## config.mk

```make
export PLATFORM = sky130hd
export DESIGN_NAME = alu_operand_fetch
export DESIGN_NICKNAME = d
export VERILOG_FILES = /design/src/rtl/alu_operand_fetch.sv
export SDC_FILE = /design/constraint.sdc
export NUM_CORES = 1
export LEC_CHECK = 0
export ABC_AREA = 1
export CORE_ASPECT_RATIO = 0.75
export CORE_MARGIN = 3
export CORE_UTILIZATION = 45
export DETAILED_ROUTE_END_ITERATION = 8
export HOLD_SLACK_MARGIN = 0.03
export PLACE_DENSITY = 0.63
export SYNTH_ARGS = -nofsm -noshare
export SYNTH_HDL_FRONTEND = slang
export SYNTH_SLANG_ARGS = --single-unit
```

## constraint.sdc

```tcl
create_clock -name clk -period 5.03 [get_ports clk]
set_input_delay 1.509 -clock clk [delete_from_list [all_inputs] [get_ports clk]]
set_output_delay 1.509 -clock clk [all_outputs]
set_load 0.01 [all_outputs]
```

## src/rtl/alu_operand_fetch.sv

```systemverilog
// Issue stage ahead of the ALU: decodes one instruction per handshake, reads the 8-entry register file with writeback bypass.
// One-cycle latency; a stalled bundle holds all outputs, and in_ready = !out_valid || out_ready.
module alu_operand_fetch #(
  parameter int WIDTH_DATA = 32,
  parameter int IMM_W      = 16
) (
  input  logic                  clk,
  input  logic                  rst,
  input  logic                  in_valid,
  output logic                  in_ready,
  input  logic [31:0]           instr,
  input  logic                  wb_en,
  input  logic [2:0]            wb_addr,
  input  logic [WIDTH_DATA-1:0] wb_data,
  output logic                  out_valid,
  input  logic                  out_ready,
  output logic [WIDTH_DATA-1:0] operand_a,
  output logic [WIDTH_DATA-1:0] operand_b,
  output logic [4:0]            op_code,
  output logic [2:0]            rd_addr,
  output logic                  illegal_op,
  output logic [15:0]           illegal_count
);

  logic [WIDTH_DATA-1:0] rf [8];

  logic [4:0]       dec_op;
  logic [2:0]       dec_rd;
  logic [2:0]       dec_rs1;
  logic [2:0]       dec_rs2;
  logic             dec_imm_sel;
  logic [IMM_W-1:0] dec_imm;
  logic             reserved_unused;

  assign dec_op          = instr[31:27];
  assign dec_rd          = instr[26:24];
  assign dec_rs1         = instr[23:21];
  assign dec_rs2         = instr[20:18];
  assign dec_imm_sel     = instr[17];
  assign reserved_unused = instr[16];
  assign dec_imm         = instr[IMM_W-1:0];

  logic                  accept;
  logic                  legal;
  logic [WIDTH_DATA-1:0] rs1_val;
  logic [WIDTH_DATA-1:0] rs2_val;
  logic [WIDTH_DATA-1:0] imm_ext;
  logic [WIDTH_DATA-1:0] opb_sel;

  assign in_ready = !out_valid || out_ready;
  assign accept   = in_valid && in_ready;
  assign legal    = (dec_op >= 5'd4) && (dec_op <= 5'd13);
  assign imm_ext  = {{(WIDTH_DATA-IMM_W){dec_imm[IMM_W-1]}}, dec_imm};

  // Same-cycle writeback wins over the array so the operand never sees a stale value.
  always_comb begin
    rs1_val = rf[dec_rs1];
    rs2_val = rf[dec_rs2];
    if (dec_rs1 == 3'd0)
      rs1_val = '0;
    else if (wb_en && (wb_addr == dec_rs1))
      rs1_val = wb_data;
    if (dec_rs2 == 3'd0)
      rs2_val = '0;
    else if (wb_en && (wb_addr == dec_rs2))
      rs2_val = wb_data;
    opb_sel = dec_imm_sel ? imm_ext : rs2_val;
  end

  always_ff @(posedge clk) begin
    if (rst) begin
      for (int i = 0; i < 8; i++)
        rf[i] <= '0;
      out_valid     <= 1'b0;
      operand_a     <= '0;
      operand_b     <= '0;
      op_code       <= '0;
      rd_addr       <= '0;
      illegal_op    <= 1'b0;
      illegal_count <= '0;
    end else begin
      if (wb_en && (wb_addr != 3'd0))
        rf[wb_addr] <= wb_data;

      illegal_op <= accept && !legal;

      if (accept && legal) begin
        out_valid <= 1'b1;
        operand_a <= rs1_val;
        operand_b <= opb_sel;
        op_code   <= dec_op;
        rd_addr   <= dec_rd;
      end else if (out_valid && out_ready) begin
        out_valid <= 1'b0;
      end

      if (accept && !legal && (illegal_count != 16'hFFFF))
        illegal_count <= illegal_count + 16'd1;
    end
  end

endmodule

```

* Word level (Yosys, flattened, before mapping)
Memory sizes are Yosys's and may differ from the RTL's. Cells that the tools add are included.
Word-level totals: flip-flop bits (word level) 90, bits in writable memories 256, memories 1, output and inout port bits 91
Operators by class: reduce and logical (&&, ||, !) cells 17, order comparisons 2, equality and inequality tests 3, multiplexer cells 15, add/subtract/negate cells 1
Memories:
- rf | words 8, bits a word 32, rd ports 2, clocked after memory_dff 0, write ports 8, line 25 | logic [WIDTH_DATA-1:0] rf [8];
Operator list (count):
- 2-to-1 mux 32 bit | 6
- OR reduction 32 bit | 1
- adder 16 x 1 -> 16 bit (second input constant) | 1
- != test 16 bit (second input constant) | 1
- logical AND 1 bit | 9
- 2-to-1 mux 1 bit | 8
- == test 3 bit | 2
- zero test 3 bit | 2
- greater-or-equal comparator 5 x 3 -> 1 bit (second input constant) | 1
- less-or-equal comparator 5 x 4 -> 1 bit (second input constant) | 1
- 2-to-1 mux 3 bit | 1
- nonzero test 3 bit | 1
- zero test 1 bit | 2
- nonzero test 2 bit | 1
- logical OR 1 bit | 1

* Longest topological paths before layout
Gate-level depths: netlist (run 1).
word-level depth 7, depth in mapped cells 11

* Worst setup path after synthesis (run 1)
OpenSTA, ideal clock, no wires.
path kind input to register, start point input rst, end point memory rf[2][0] (enable), data required time 4.552 ns, path buffers 1, library setup time 0.478 ns, data arrival time 2.860 ns, stages on the path 6, slack 1.692 ns, cell sequence clkinv_1 o2111ai_1 inv_1 nand2_1 clkbuf_1 nand2_1
RTL lines:
- start: declaration | line 8 | input logic rst,
- end: declaration | line 25

* Worst setup path after layout (run 1)
start point input out_ready, end point output in_ready
Between the ends: cells in the longest elaborated chain, start to end 1
Ends and longest elaborated chain:
- start: declaration | line 16 | input logic out_ready,
- logical OR 1 bit | line 50 | assign in_ready = !out_valid || out_ready;
- end: declaration | line 10 | output logic in_ready,
No other way between the ends.

==> flow_summary_export.csv, run 1 <==
group,metric,value,unit
floorplan,die_width,232,um
clocking,clock_sinks,314,
route,drtAntennaViolNets,0,
setup_path,critical-path-max-stage-delay,0.54,ns
logic_synthesis,yosys_warnings,0,
clocking,clock_path_buffers,3,
setup_path,arrival,2.62,ns
power,power.total,6.48,mW
setup_path,critPathCaptureType,"output pin",
logic_synthesis,ys_seq_elements,314,
floorplan,die_height,176,um
setup_path,r2r_start,"out_valid",
route,via_count,16800,
setup_path,crit_buf_inv,3,
logic_synthesis,syn_nets,2508,
setup_path,cpMaxStageDelayCell,"clkdlybuf4s50_1",
placed_design,place_hpwl,35600,um
placed_design,io_buffer_count,161,
setup_path,reg2reg_slack,2.69,ns
setup_path,crit_fanout,3,
setup_path,crit_cells,4,
power,leakage,9.44,nW
logic_synthesis,syn_avg_cell_area,7.09,um^2
outcome,status,"finished, final reports clean",
floorplan,io_pins,163,
placed_design,place_ws,0.885,ns
job,drv_cap,0,
route,drc_errors,0,
clocking,cts_tree,"yes",
clocking,postCtsHoldBufs,0,
timing,finalSetupViolations,0,
timing,slew_headroom,33.3,%
clocking,cts_buffers,35,
route,drtPass1Iterations,6,
logic_synthesis,synthCells,2435,
clocking,htree_levels,2,
floorplan,core-area,37500,um^2
finish,multiInputGateArea,7040,um^2
timing,slew_violations,0,
route,avgViaCountPerCell,5.47,
grt,grt_pass1_vias,15900,
logic_synthesis,synth.distinct_cells,26,
floorplan,start_util,46.1,%
timing,tightest_slew,1.00,ns
finish,final_common_cell,"nand2_1",
setup_path,cp_cell_sequence,"clkdlybuf4s50_1, inv_1, nand2_1, clkdlybuf4s50_1",
setup_path,r2r_end,"operand_b[21]",
timing,fmax,242,MHz
timing,fin_ws,0.897,ns
route,avgRoutedWirePerCell,19.8,um
finish,num_antenna_cells,0,
setup_path,path_common_cell,"clkdlybuf4s50_1",
route,routed_wl,60800,um
clocking,worstSkewPairLatency,0.53,ns
power,ir_drop,0.226,mV
finish,drive_above_1_share,5.19,%
grt,grt_pass1_wl,92500,um
clocking,clkTransAtPathRegs,0.06,ns
setup_path,path_class,"input port to output pin",
setup_path,start_kind,"input port",
route,drt_first_iter_violations,1983,
timing,finalCritPeriodShare,82.2,%
timing,min_period,4.13,ns
clocking,post_cts_buffers,0,
placed_design,place.gp.congestion,0.887,
clocking,cts_resized,0,
hold_path,min_path_type,"flip-flop to flip-flop",
setup_path,crit_family,"buffers and inverters",
power,p_per_area,317,nW/um^2
timing,hold_violations,0,
grt,gr-total-overflow,0,
finish,nets,2610,
grt,antenna_found_initial,0,
finish,fillerInstances,3562,
grt,grt_max_degree,66,
grt,grt_usage,29.6,%
timing,skew,0.0127,ns
timing,setup_tns,0,ns
logic_synthesis,syn_area,17300,um^2
logic_synthesis,yosysSeqAreaShare,49.4,%
finish,area_growth,18.5,%
floorplan,die_area,40800,um^2
setup_path,cp-endpoint,"in_ready",
clocking,cts-root-buf,"clkbuf_16",
floorplan,fp-row-count,61,
setup_path,worst-r2r-cell-count,9,
setup_path,startpoint,"out_ready",
finish,seqCellArea,8530,um^2
setup_path,cp.required,3.52,ns
finish,layout_common_cells,"nand2_1 (922), nand3_1 (294), nor2_1 (266), inv_1 (238), edfxtp_1 (224)",
timing,rsz0062_at_grt,"no",
stage by stage:
step	utilization, %	cell area (um^2)	cells	hold WS [ns]
after floorplan	-	17300	2435	0.470
after global placement	51.7	19400	3004	0.432
after detailed placement	51.7	19400	3004	0.436
after CTS	54.6	20500	3066	0.448
after global routing	54.6	20500	3066	0.479
final	54.6	20500	3066	0.448
sequential cells by signal, summed over array words and instances, names as in the netlist:
signal,flops
rd_addr,3
rf,224
illegal_op,1
operand_a,32
op_code,5
out_valid,1
illegal_count,16
operand_b,32
Yosys cell counts:
| library cell | count | share of area, % |
|---|---|---|
| nand3_1 | 294 | 8.5 |
| nor3_1 | 4 | 0.12 |
| buf_1 | 14 | 0.30 |
| xnor2_1 | 3 | 0.15 |
| buf_2 | 60 | 1.7 |
| nand3_2 | 1 | 0.058 |
| nor2_1 | 271 | 5.9 |
| buf_4 | 1 | 0.043 |
| o21ai_0 | 45 | 1.3 |
| ha_1 | 1 | 0.072 |
| buf_6 | 2 | 0.13 |
| xor2_1 | 3 | 0.15 |
| inv_2 | 13 | 0.28 |
| nand2_1 | 922 | 20 |
| o2111ai_1 | 1 | 0.051 |
| nand4_1 | 7 | 0.25 |
| a21oi_4 | 1 | 0.094 |
| o21ai_1 | 1 | 0.029 |
| clkbuf_1 | 71 | 1.5 |
| edfxtp_1 | 224 | 39 |
| nor2_2 | 4 | 0.14 |
| inv_1 | 240 | 5.2 |
| dfxtp_1 | 90 | 10 |
| nand2_2 | 1 | 0.036 |
| clkinv_1 | 33 | 0.72 |
| a21oi_1 | 128 | 3.7 |
kinds of logic after synthesis:
kind of cell | Yosys count | share of synthesized area, %
and+or+nand+nor | 1504 | 35.1
buffers and inverters | 434 | 9.98
adders and majority gates | 1 | 0.0725
xor gates and xnor gates | 6 | 0.304
AOI/OAI and AO/OA | 176 | 5.19
DFF | 314 | 49.4
cell type report:
cell class                      count  area share (%)
Tap cell                          504            3.08
Timing Repair Buffer              213            10.3
Multi-Input combinational cell   1687            34.4
Sequential cell                   314            41.7
Clock buffer                       47            4.83
Clock inverter                     15           0.465
Inverter                          286            5.25
routing by layer:
metal / track usage [%] / vias to the layer above / wire (um)
li1: - / 7848 / -
met1: 41.2 / 7809 / 24900
met2: 46.9 / 952 / 27300
met3: 4.15 / 161 / 6230
met4: 11.8 / 0 / 2340
met5: 0 / - / 0
where the power goes:
group          switching, mW  total [mW]  internal, mW
clock                   1.07        2.50          1.43
combinational          0.677        1.00         0.327
sequential            0.0570        2.98          2.92
how the worst min path moves through the flow:
stage,from,end,slack (ns),depth (start not counted)
final,op_code[4],op_code[4],0.45,2
after CTS,op_code[4],op_code[4],0.45,2
after detailed placement,op_code[4],op_code[4],0.44,2
after global placement,op_code[4],op_code[4],0.43,2
after floorplan,op_code[4],op_code[4],0.47,2
after global routing,op_code[4],op_code[4],0.48,2
tightest hold or removal path: stages (launching register included):
cell	delay (ns)
dfxtp_1	0.31
nand2_1	0.06
nor2_1	0.04
No activity file was read; power rests on OpenSTA's default activity.
==> run 2, diff against run 1 <==
--- a/config.mk
+++ b/config.mk
@@ -11,7 +11,7 @@
 export CORE_UTILIZATION = 45
 export DETAILED_ROUTE_END_ITERATION = 8
 export HOLD_SLACK_MARGIN = 0.03
-export PLACE_DENSITY = 0.63
+export PLACE_DENSITY = 0.66
 export SYNTH_ARGS = -nofsm -noshare
 export SYNTH_HDL_FRONTEND = slang
 export SYNTH_SLANG_ARGS = --single-unit
==> constraint.sdc (replaced) <==
create_clock -name clk -period 3.4 [get_ports clk]
set_input_delay 1.02 -clock clk [delete_from_list [all_inputs] [get_ports clk]]
set_output_delay 1.02 -clock clk [all_outputs]
set_load 0.01 [all_outputs]
==> flow_summary_export.csv, run 2 (synthesized netlist as in run 1, its figures left out) <==
group,metric,value,unit
timing,finalCritPeriodShare,92.9,%
setup_path,start_kind,"input port",
placed_design,place_hpwl,36500,um
setup_path,crit_fanout,3,
route,drt_first_iter_violations,1945,
finish,layout_common_cells,"nand2_1 (922), nand3_1 (294), nor2_1 (266), inv_1 (238), edfxtp_1 (224)",
timing,min_period,3.16,ns
finish,largest_reg_flops,224,
grt,grt_max_degree,69,
timing,slew_headroom,58.9,%
route,drtPass1Iterations,6,
floorplan,core-area,37500,um^2
timing,setup_tns,0,ns
floorplan,fp-row-count,61,
floorplan,start_util,46.1,%
clocking,clock_path_buffers,3,
timing,rsz0062_at_grt,"no",
placed_design,place.gp.congestion,0.853,
clocking,cts_buffers,35,
hold_path,min_path_type,"flip-flop to flip-flop",
route,avgRoutedWirePerCell,19.8,um
grt,grt_pass1_wl,93700,um
placed_design,place_ws,0.240,ns
grt,grt_pass1_vias,16400,
clocking,worstSkewPairLatency,0.55,ns
clocking,htree_levels,2,
clocking,cts-root-buf,"clkbuf_16",
timing,skew,0.0275,ns
finish,area_growth,19.7,%
finish,num_antenna_cells,0,
floorplan,die_area,40800,um^2
floorplan,die_height,176,um
placed_design,io_buffer_count,161,
clocking,clkTransAtPathRegs,0.06,ns
power,leakage,9.58,nW
grt,grt_usage,29.9,%
finish,nets,2632,
route,drtAntennaViolNets,0,
timing,fin_ws,0.241,ns
timing,finalSetupViolations,0,
timing,slew_violations,0,
finish,fillerInstances,3561,
timing,hold_violations,0,
finish,top_register,"rf",
clocking,postCtsHoldBufs,0,
power,p_per_area,472,nW/um^2
floorplan,io_pins,163,
setup_path,cp.required,2.38,ns
timing,fmax,317,MHz
finish,largest_registers,"rf: 224 flops, operand_a: 32 flops, operand_b: 32 flops",
job,drv_cap,0,
setup_path,arrival,2.14,ns
outcome,status,"finished, final reports clean",
grt,gr-total-overflow,0,
floorplan,die_width,232,um
route,via_count,16900,
power,ir_drop,0.303,mV
finish,final_common_cell,"nand2_1",
clocking,cts_resized,0,
timing,tightest_slew,0.617,ns
route,avgViaCountPerCell,5.48,
setup_path,critPathCaptureType,"output pin",
clocking,clock_sinks,314,
grt,antenna_found_initial,0,
setup_path,path_class,"input port to output pin",
clocking,cts_tree,"yes",
route,routed_wl,61300,um
finish,drive_above_1_share,6.19,%
route,drc_errors,0,
clocking,post_cts_buffers,0,
[run 2: layout make-up]
class,count,area [um^2],area share (%)
Sequential cell,314,8530,41.3
Multi-Input combinational cell,1687,7030,34.0
Tap cell,504,631,3.05
Inverter,286,1070,5.19
Clock buffer,49,1040,5.06
Clock inverter,14,91.3,0.442
Timing Repair Buffer,235,2270,11.0
[run 2: worst max-delay path, stage by stage]
cell,delay (ns)
clkdlybuf4s50_1,0.45
inv_1,0.04
nand2_1,0.09
clkdlybuf4s50_1,0.54
[run 2: power by group]
group	total, mW	internal (mW)	switching (mW)	leakage [nW]
logic	1.51	0.500	1.01	6.13
registers	4.40	4.32	0.0860	2.88
clock network	3.84	2.22	1.61	0.570
total	9.75	7.04	2.71	9.58
[run 2: metal layers]
layer	wire, um	track usage (%)	vias up
met4	2580	12.6	0
met3	6750	5.59	199
met2	27700	48.1	958
li1	-	-	7897
met1	24200	39.8	7865
met5	0	0	-
[run 2: through the flow]
stage / std cells / area, um^2 / util [%] / total power [mW] / hold slack, ns
after floorplan: 2435 / 17300 / - / 5.33 / 0.470
after global placement: 3026 / 19500 / 52.1 / 5.93 / 0.434
after detailed placement: 3026 / 19500 / 52.1 / 5.96 / 0.436
after CTS: 3089 / 20700 / 55.2 / 9.76 / 0.446
after global routing: 3089 / 20700 / 55.2 / 10.1 / 0.482
final: 3089 / 20700 / 55.2 / 9.75 / 0.442
[run 2: worst paths after layout]
check                           depth (start not counted)  slack, ns               end        startpoint
worst max-delay path                                    4       0.24          in_ready         out_ready
worst min-delay path                                    2       0.44        op_code[4]        op_code[4]
worst max register to register                         10       1.54  illegal_count[9]  illegal_count[1]
worst min register to register                          2       0.44        op_code[4]        op_code[4]
==> run 3, diff against run 2 <==
--- a/config.mk
+++ b/config.mk
@@ -12,6 +12,7 @@
 export DETAILED_ROUTE_END_ITERATION = 8
 export HOLD_SLACK_MARGIN = 0.03
 export PLACE_DENSITY = 0.66
+export SKIP_CTS_REPAIR_TIMING = 1
 export SYNTH_ARGS = -nofsm -noshare
 export SYNTH_HDL_FRONTEND = slang
 export SYNTH_SLANG_ARGS = --single-unit
==> results of run 3 <==
No change in the layout: final DEF, timing and power equal those of run 2.
